File: src/rtl/rf_seq_pkg.sv
// Shared types for the register-file command sequencer.
package rf_seq_pkg;
  localparam int NUM_REGS = 4;
  localparam int IDX_W    = $clog2(NUM_REGS);

  typedef enum logic [1:0] {
    OP_LDI = 2'b00,
    OP_MOV = 2'b01,
    OP_ADD = 2'b10,
    OP_SUB = 2'b11
  } op_e;

  typedef enum logic [1:0] {
    S_IDLE = 2'b00,
    S_RD_A = 2'b01,
    S_RD_B = 2'b10,
    S_WR   = 2'b11
  } state_e;
endpackage

File: src/rtl/rf_seq_alu.sv
// Combinational mod-2^DATA_W result with carry/borrow and zero flags.
module rf_seq_alu
  import rf_seq_pkg::*;
#(
  parameter int DATA_W = 8
) (
  input  op_e               op_i,
  input  logic [DATA_W-1:0] a_i,
  input  logic [DATA_W-1:0] b_i,
  input  logic [DATA_W-1:0] imm_i,
  output logic [DATA_W-1:0] result_o,
  output logic              carry_o,
  output logic              zero_o
);
  logic [DATA_W:0] sum, diff;

  always_comb begin
    sum      = {1'b0, a_i} + {1'b0, b_i};
    diff     = {1'b0, a_i} - {1'b0, b_i};
    result_o = imm_i;
    carry_o  = 1'b0;
    case (op_i)
      OP_LDI: result_o = imm_i;
      OP_MOV: result_o = a_i;
      OP_ADD: begin
        result_o = sum[DATA_W-1:0];
        carry_o  = sum[DATA_W];
      end
      OP_SUB: begin
        // top bit of the 9-bit difference is the borrow (a < b)
        result_o = diff[DATA_W-1:0];
        carry_o  = diff[DATA_W];
      end
      default: ;
    endcase
  end

  assign zero_o = (result_o == '0);
endmodule

File: src/rtl/rf_op_sequencer.sv
// Sequences one register-transfer command at a time into register-file
// read/write strobes; every rf_* output is driven directly by a flop.
module rf_op_sequencer
  import rf_seq_pkg::*;
#(
  parameter int ADDR_W = 32,
  parameter int DATA_W = 8
) (
  input  logic              clk,
  input  logic              rst,
  input  logic              cmd_valid,
  output logic              cmd_ready,
  input  logic [1:0]        cmd_op,
  input  logic [IDX_W-1:0]  cmd_dst,
  input  logic [IDX_W-1:0]  cmd_src_a,
  input  logic [IDX_W-1:0]  cmd_src_b,
  input  logic [DATA_W-1:0] cmd_imm,
  output logic              rf_read_enable,
  output logic              rf_write_enable,
  output logic [ADDR_W-1:0] rf_r_address,
  output logic [ADDR_W-1:0] rf_w_address,
  output logic [DATA_W-1:0] rf_write_data,
  input  logic [DATA_W-1:0] rf_read_data,
  output logic              res_valid,
  output logic [DATA_W-1:0] res_data,
  output logic              res_carry,
  output logic              res_zero
);
  state_e              state_q, state_d;
  op_e                 op_q;
  logic [IDX_W-1:0]    dst_q, src_b_q;
  logic [DATA_W-1:0]   imm_q, op_a_q, op_b_q;
  logic                rd_en_q, wr_en_q, wr_carry_q, wr_zero_q;
  logic [ADDR_W-1:0]   r_addr_q, w_addr_q;
  logic [DATA_W-1:0]   wr_data_q;
  logic                res_valid_q, res_carry_q, res_zero_q;
  logic [DATA_W-1:0]   res_data_q;

  logic                idle, accept;
  op_e                 alu_op;
  logic [DATA_W-1:0]   alu_a, alu_b, alu_imm, alu_res;
  logic                alu_carry, alu_zero;

  assign idle   = (state_q == S_IDLE);
  assign accept = idle && cmd_valid;

  // The result is registered on the edge entering WR, so the operand being
  // read in that same cycle is taken straight from the read-data bus.
  assign alu_op  = idle ? op_e'(cmd_op) : op_q;
  assign alu_imm = idle ? cmd_imm : imm_q;
  assign alu_a   = (state_q == S_RD_A) ? rf_read_data : op_a_q;
  assign alu_b   = (state_q == S_RD_B) ? rf_read_data : op_b_q;

  rf_seq_alu #(.DATA_W(DATA_W)) u_alu (
    .op_i    (alu_op),
    .a_i     (alu_a),
    .b_i     (alu_b),
    .imm_i   (alu_imm),
    .result_o(alu_res),
    .carry_o (alu_carry),
    .zero_o  (alu_zero)
  );

  always_comb begin
    state_d = state_q;
    case (state_q)
      S_IDLE: if (cmd_valid) state_d = (op_e'(cmd_op) == OP_LDI) ? S_WR : S_RD_A;
      S_RD_A: state_d = (op_q == OP_MOV) ? S_WR : S_RD_B;
      S_RD_B: state_d = S_WR;
      S_WR:   state_d = S_IDLE;
      default: state_d = S_IDLE;
    endcase
  end

  always_ff @(posedge clk or posedge rst) begin
    if (rst) begin
      state_q     <= S_IDLE;
      op_q        <= OP_LDI;
      dst_q       <= '0;
      src_b_q     <= '0;
      imm_q       <= '0;
      op_a_q      <= '0;
      op_b_q      <= '0;
      rd_en_q     <= 1'b0;
      wr_en_q     <= 1'b0;
      r_addr_q    <= '0;
      w_addr_q    <= '0;
      wr_data_q   <= '0;
      wr_carry_q  <= 1'b0;
      wr_zero_q   <= 1'b0;
      res_valid_q <= 1'b0;
      res_data_q  <= '0;
      res_carry_q <= 1'b0;
      res_zero_q  <= 1'b0;
    end else begin
      state_q <= state_d;
      if (accept) begin
        op_q    <= op_e'(cmd_op);
        dst_q   <= cmd_dst;
        src_b_q <= cmd_src_b;
        imm_q   <= cmd_imm;
      end
      if (state_q == S_RD_A) op_a_q <= rf_read_data;
      if (state_q == S_RD_B) op_b_q <= rf_read_data;

      // Strobes decoded from next state so they leave flops already settled.
      rd_en_q <= (state_d == S_RD_A) || (state_d == S_RD_B);
      wr_en_q <= (state_d == S_WR);
      if (state_d == S_RD_A)      r_addr_q <= ADDR_W'(cmd_src_a);
      else if (state_d == S_RD_B) r_addr_q <= ADDR_W'(src_b_q);
      if (state_d == S_WR) begin
        w_addr_q   <= idle ? ADDR_W'(cmd_dst) : ADDR_W'(dst_q);
        wr_data_q  <= alu_res;
        wr_carry_q <= alu_carry;
        wr_zero_q  <= alu_zero;
      end

      res_valid_q <= (state_q == S_WR);
      if (state_q == S_WR) begin
        res_data_q  <= wr_data_q;
        res_carry_q <= wr_carry_q;
        res_zero_q  <= wr_zero_q;
      end
    end
  end

  assign cmd_ready       = idle;
  assign rf_read_enable  = rd_en_q;
  assign rf_write_enable = wr_en_q;
  assign rf_r_address    = r_addr_q;
  assign rf_w_address    = w_addr_q;
  assign rf_write_data   = wr_data_q;
  assign res_valid       = res_valid_q;
  assign res_data        = res_data_q;
  assign res_carry       = res_carry_q;
  assign res_zero        = res_zero_q;
endmodule

File: config.mk
export PLATFORM = sky130hd
export DESIGN_NAME = rf_op_sequencer
export DESIGN_NICKNAME = d
export VERILOG_FILES = /design/src/rtl/rf_seq_pkg.sv /design/src/rtl/rf_seq_alu.sv /design/src/rtl/rf_op_sequencer.sv
export SDC_FILE = /design/constraint.sdc
export NUM_CORES = 1
export LEC_CHECK = 0
export BUFFER_PORTS_ARGS = -buffer_cell sky130_fd_sc_hd__buf_2
export CORE_MARGIN = 5
export CORE_UTILIZATION = 40
export CTS_BUF_LIST = sky130_fd_sc_hd__clkbuf_8
export DETAILED_ROUTE_END_ITERATION = 8
export GPL_ROUTABILITY_DRIVEN = 1
export PLACE_DENSITY = 0.67
export REMOVE_ABC_BUFFERS = 1
export SLEW_MARGIN = 30
export SYNTH_ARGS = -nofsm -noshare
export SYNTH_HDL_FRONTEND = slang
export SYNTH_SLANG_ARGS = --single-unit
File: constraint.sdc
create_clock -name clk -period 3.36 [get_ports clk]
set_input_delay 0.336 -clock clk [delete_from_list [all_inputs] [get_ports clk]]
set_output_delay 0.336 -clock clk [all_outputs]
set_load 0.005 [all_outputs]
# Yosys cells after proc, flatten, opt, wreduce, memory -nomap -nowiden
# Index checks and enable logic that the tools add are counted.
# Widths: inputs -> output; s select.
# word_totals
ff_bits	119
word_cells	50
in_bits	27
# classes
reduce_logical	7
mux	13
add_sub_neg	2
eq_ne	10
# op_table
operator	n
$mux 32	2
$pmux 8 s4	1
$mux 8	3
$eq 2x2->1 const B	6
$add 8x8->9	1
$sub 8x8->9	1
$eq 2x1->1 const B	4
$logic_not 8->1	1
$mux 2	4
$pmux 2 s4	1
$logic_not 2->1	3
$pmux 1 s2	1
$reduce_bool 2->1	1
$logic_and 1x1->1	1
$logic_or 1x1->1	1
$mux 1	1

# Logic depth before layout (Yosys ltp)
# logic_depth
depth_word	7
depth_mapped	14
depth_no_buf	13

# By module
# A second synthesis with hierarchy kept.
# hier_totals
hier_cells	358
hier_area_um2	3908.7
# modules_own_cells
module	cells_each	area_each_um2	instances
rf_op_sequencer	219	2935.3	1
rf_seq_alu	139	973.4	1

# Least setup slack after synthesis
# No wires, ideal clock.
# synth_timing
path_type	flip-flop to flip-flop
start	register state_q[0]
end	register wr_zero_q
synth_period_minus_slack_ns	3.586
path_slack_ns	-0.226
setup_time_ns	0.095
path_stages_with_launch	14
arrival_ns	3.490
path_cell_list	dfrtp_1 > inv_1 > ha_1 > clkbuf_1 > mux2_2 > ha_1 > fa_1 > a21o_1 > a2111o_1 > xor2_1 > o21ai_2 > o211ai_1 > or4_1 > o32ai_2
# synth_via
elab_chain_cells	5
elab_cells_between_ends	19
classes_between	add/sub: 2; eq/ne: 7; mux: 7; reduce/logical: 3
# synth_lines
item	line_no	text
from (decl)	rf_op_sequencer.sv:29	state_e state_q, state_d;
from (signal assigned)	rf_op_sequencer.sv:96	state_q <= state_d;
$eq 2x2->1 *	rf_op_sequencer.sv:52	assign alu_b = (state_q == S_RD_B) ? rf_read_data : op_b_q;
$mux 8 *	n/a	
named net alu_b[0]	rf_op_sequencer.sv:41	logic [DATA_W-1:0] alu_a, alu_b, alu_imm, alu_res;
$sub 8x8->9 / $add 8x8->9 (equally long branches)	rf_seq_alu.sv:19, rf_seq_alu.sv:18	
$pmux 8 s4 *	rf_seq_alu.sv:22	case (op_i)
$logic_not 8->1 *	rf_seq_alu.sv:38	assign zero_o = (result_o == '0);
to (signal assigned)	rf_op_sequencer.sv:115	wr_zero_q <= alu_zero;
to (decl)	rf_op_sequencer.sv:33	logic rd_en_q, wr_en_q, wr_carry_q, wr_zero_q;
# Mark *: on every way through the listed nets, which the timed path passes. The rest lies on a longest branch.
# A chain may end at the register's enable or synchronous reset.

# Worst setup path in the final report
# Ends and elaborated chain as after synthesis.

==> results by group <==
Global routing
  • Largest net degree at the start of global routing: 37
  • Met3 GRT Util: 0.0373
  • GR Overflow Total: 0
  • M1 GR Usage: 0.182
  • Met2 Use GR: 0.244
  • GRT busiest layer: met2
  • First-pass GRT wire length: 13,400 µm
  • Vias in the first global route: 2,821
  • Total track usage: 0.146
  • Initial antenna violation count: 0

Die
  • Starting Density: 0.405
  • I/O pin cnt: 113
  • Chip width: 109 µm
  • DIE AREA: 11,800 µm²
  • Die Y: 109 µm
  • Std-Cell Rows: 36
  • Core Footprint: 9640 µm²

Place
  • Final Wtd Congestion: 0.912
  • Post-DP HPWL: 6800 µm
  • Pre-CTS WS: -0.151 ns
  • Port Buf Inserts: 52
  • Post-DP Area: 4220 µm²
  • Placed instance count: 570

Critical path
  • CP arrival: 3.58 ns
  • Family with the most delay on the worst path: compound AO/OA/AOI/OAI gates
  • R2R depth: 12
  • Critical-path maximum fanout: 3
  • Setup CP Type: reg2reg
  • RR Startpoint: state_q[0]
  • Worst R2R End: wr_zero_q
  • Required @ worst endpoint: 3.61 ns
  • R2R Setup Slk: 0.03 ns
  • Crit path buffers/inverters: 1
  • Largest stage delay, worst path: 0.56 ns
  • Critical-path cell list: inv_2 -> ha_4 -> mux2_4 -> ha_4 -> fa_2 -> a21o_1 -> a21o_1 -> a221o_1 -> o21ai_1 -> a22oi_1 -> or4_4 -> o32ai_2
  • Startpoint types: flop
  • Setup crit end kind: flop
  • CP max stage cell: or4_4

Routing
  • Via count: 2,769
  • Routed WL: 8610 µm
  • DR WL/cell: 14.6 µm
  • DR iter-0 viols: 126
  • Routed Antenna Nets: 0
  • DRT Pass-1 Iters: 4
  • DRC viols: 0
  • Via/cell ratio: 4.69

Pwr
  • VDD IR-drop max: 0.603 mV
  • Leak Pwr: 2.21 nW
  • Power per cell area: 1320 nW/µm²
  • Final Power: 6.04 mW

Clock network
  • Later-pin clock latency in the skew report: 0.34 ns
  • Clock-pin slew on the worst setup and hold paths: 0.07 ns
  • Bufs on Longest Clock Path: 2
  • CTS sink cnt: 59
  • H-tree levels: 3
  • CTS Buf Count: 9
  • CTS tree: built
  • Clock root cell: clkbuf_8
  • Hold buffer count at CTS: 0

Flow run
  • Max cap viols: 0

Logic synthesis
  • Most used flip-flop cell after synthesis: dfrtp_1
  • Yosys top cell by area: dfrtp_1
  • Ys Warns: 0
  • Syn_area_per_cell: 10.6 µm²
  • Synthesized area: 3900 µm²
  • Syn Inst Count: 368
  • Cell variety after synth: 57
  • #FFs+latches synth: 59
  • Synth top area share: 0.379
  • Synth top area cells: dfrtp_1 38%, mux2_2 13%, buf_4 12%, ha_1 7.4%, mux2i_1 3.6%
  • Post-synthesis sequential area ratio: 0.379
  • Number of synthesized flops with an enable pin: 0
  • Post-synth ARST share: 1.00

Hold path
  • HP Class: in2async

Run status
  • Status: complete, no violations

STA
  • Tcrit/Tclk final: 0.991
  • Post-layout min period: 3.33 ns
  • Rel. slew slack: 0.518
  • Worst Tran Pin Value: 0.722 ns
  • Fmax: 300 MHz
  • Worst hold margin: 0.0315 ns
  • Final Hold Fails: 0
  • RSZ-0062 raised after global routing: yes
  • Max-slew violation total from the final report: 0
  • Total negative slack: 0 ns
  • Final Skew: 0.00571 ns
  • Final setup viols: 0
  • Final setup margin: 0.0314 ns

Finish
  • Most common cell after layout, fill and taps aside: conb_1
  • Final core occ: 0.473
  • Nets: 504
  • Share of post-route cells with drive strength above 1: 0.385
  • Area growth, synth to finish: 16.9%
  • Non-Filler Instances: 590
  • Fillers: 919
  • Final instance area: 4560 µm²
  • Commonest cells after routing, fill and taps aside: 60 x conb_1, 59 x dfrtp_1, 52 x buf_2, 41 x mux2_2, 36 x buf_4
  • Number of antenna diodes: 0
-- per-layer routing --
| layer | vias up | share of wire |
|---|---|---|
| met1 | 1334 | 0.43 |
| met4 | 0 | 0.014 |
| li1 | 1321 | - |
| met5 | - | 0 |
| met3 | 12 | 0.067 |
| met2 | 102 | 0.49 |
-- worst max path at each step --
stage / endpoint / cells after the start / from / slack [ns]
6_report: wr_zero_q / 12 / state_q[0] / 0.03
3_3_place_gp: wr_zero_q / 12 / state_q[1] / -0.04
3_5_place_dp: wr_zero_q / 12 / state_q[0] / -0.15
4_1_cts: rf_write_data[7] / 13 / state_q[1] / 0.001
5_1_grt: wr_zero_q / 13 / state_q[0] / -0.08
2_1_floorplan: wr_zero_q / 12 / state_q[0] / -0.12
-- power breakdown --
group	switching [mW]	internal [mW]	total [mW]
Sequential	0.185	1.09	1.28
Clock	0.280	0.379	0.659
Combinational	2.10	2.00	4.10
Total	2.56	3.47	6.04
-- kinds of logic (layout without fill, tap and decap cells) --
family,after synthesis,after routing,synth area share
mux,62,62,0.176
fa+ha+maj,25,25,0.0841
buf+inv,96,126,0.168
compound gates,68,68,0.118
other cells,1,60,0.000962
simple gates,52,52,0.0632
flops,59,59,0.379
xor+xnor,5,5,0.0112
-- cells in the mapped netlist, types with 2 or more instances --
cell and n:
nand2b_1 3, o22ai_1 2, a21oi_1 23, inv_1 19, mux2i_1 14, nor2b_1 2
o21bai_1 3, nand2_1 7, nor2_1 25, buf_2 2, clkbuf_1 3, o21ai_0 7
fa_1 2, xnor2_1 3, mux2i_2 2, a22oi_1 3, o21a_1 2, clkbuf_8 3
mux2_2 44, nor3_1 4, nand3_1 2, buf_4 62, o21ai_1 2, mux2_1 2
a211oi_1 3, o31ai_1 3, inv_2 2, dfrtp_1 59, xor2_1 2, a21o_1 4
ha_1 23, o211ai_1 3, buf_6 4
-- area by class of cell --
cell class                 count  area (µm²)  area share
sequential                    59        1480       0.324
multi-input combinational    272        2090       0.459
clock inverter                 5        52.6      0.0115
timing repair buffer          89         542       0.119
inverter                      21        78.8      0.0173
clock buffer                  11         151      0.0332
tap                          133         166      0.0365
-- sequential cells by signal, summed over array words and instances (netlist names) --
signal           count
imm_q                8
rf_r_address         2
state_q              2
wr_carry_q           1
rf_w_address         2
wr_zero_q            1
res_carry            1
src_b_q              2
rf_write_data        8
op_a_q               8
dst_q                2
res_valid            1
res_data             8
op_b_q               8
op_q                 2
rf_write_enable      1
res_zero             1
rf_read_enable       1
-- what timing repair did --
action | CTS | global route
pin swaps | 1 | 4
gates resized for setup | 9 | 14
setup endpoints to repair | 2 | 3
setup buffers | 2 | 2
cloned | 0 | 0
(Power assumes the default switching activity.)
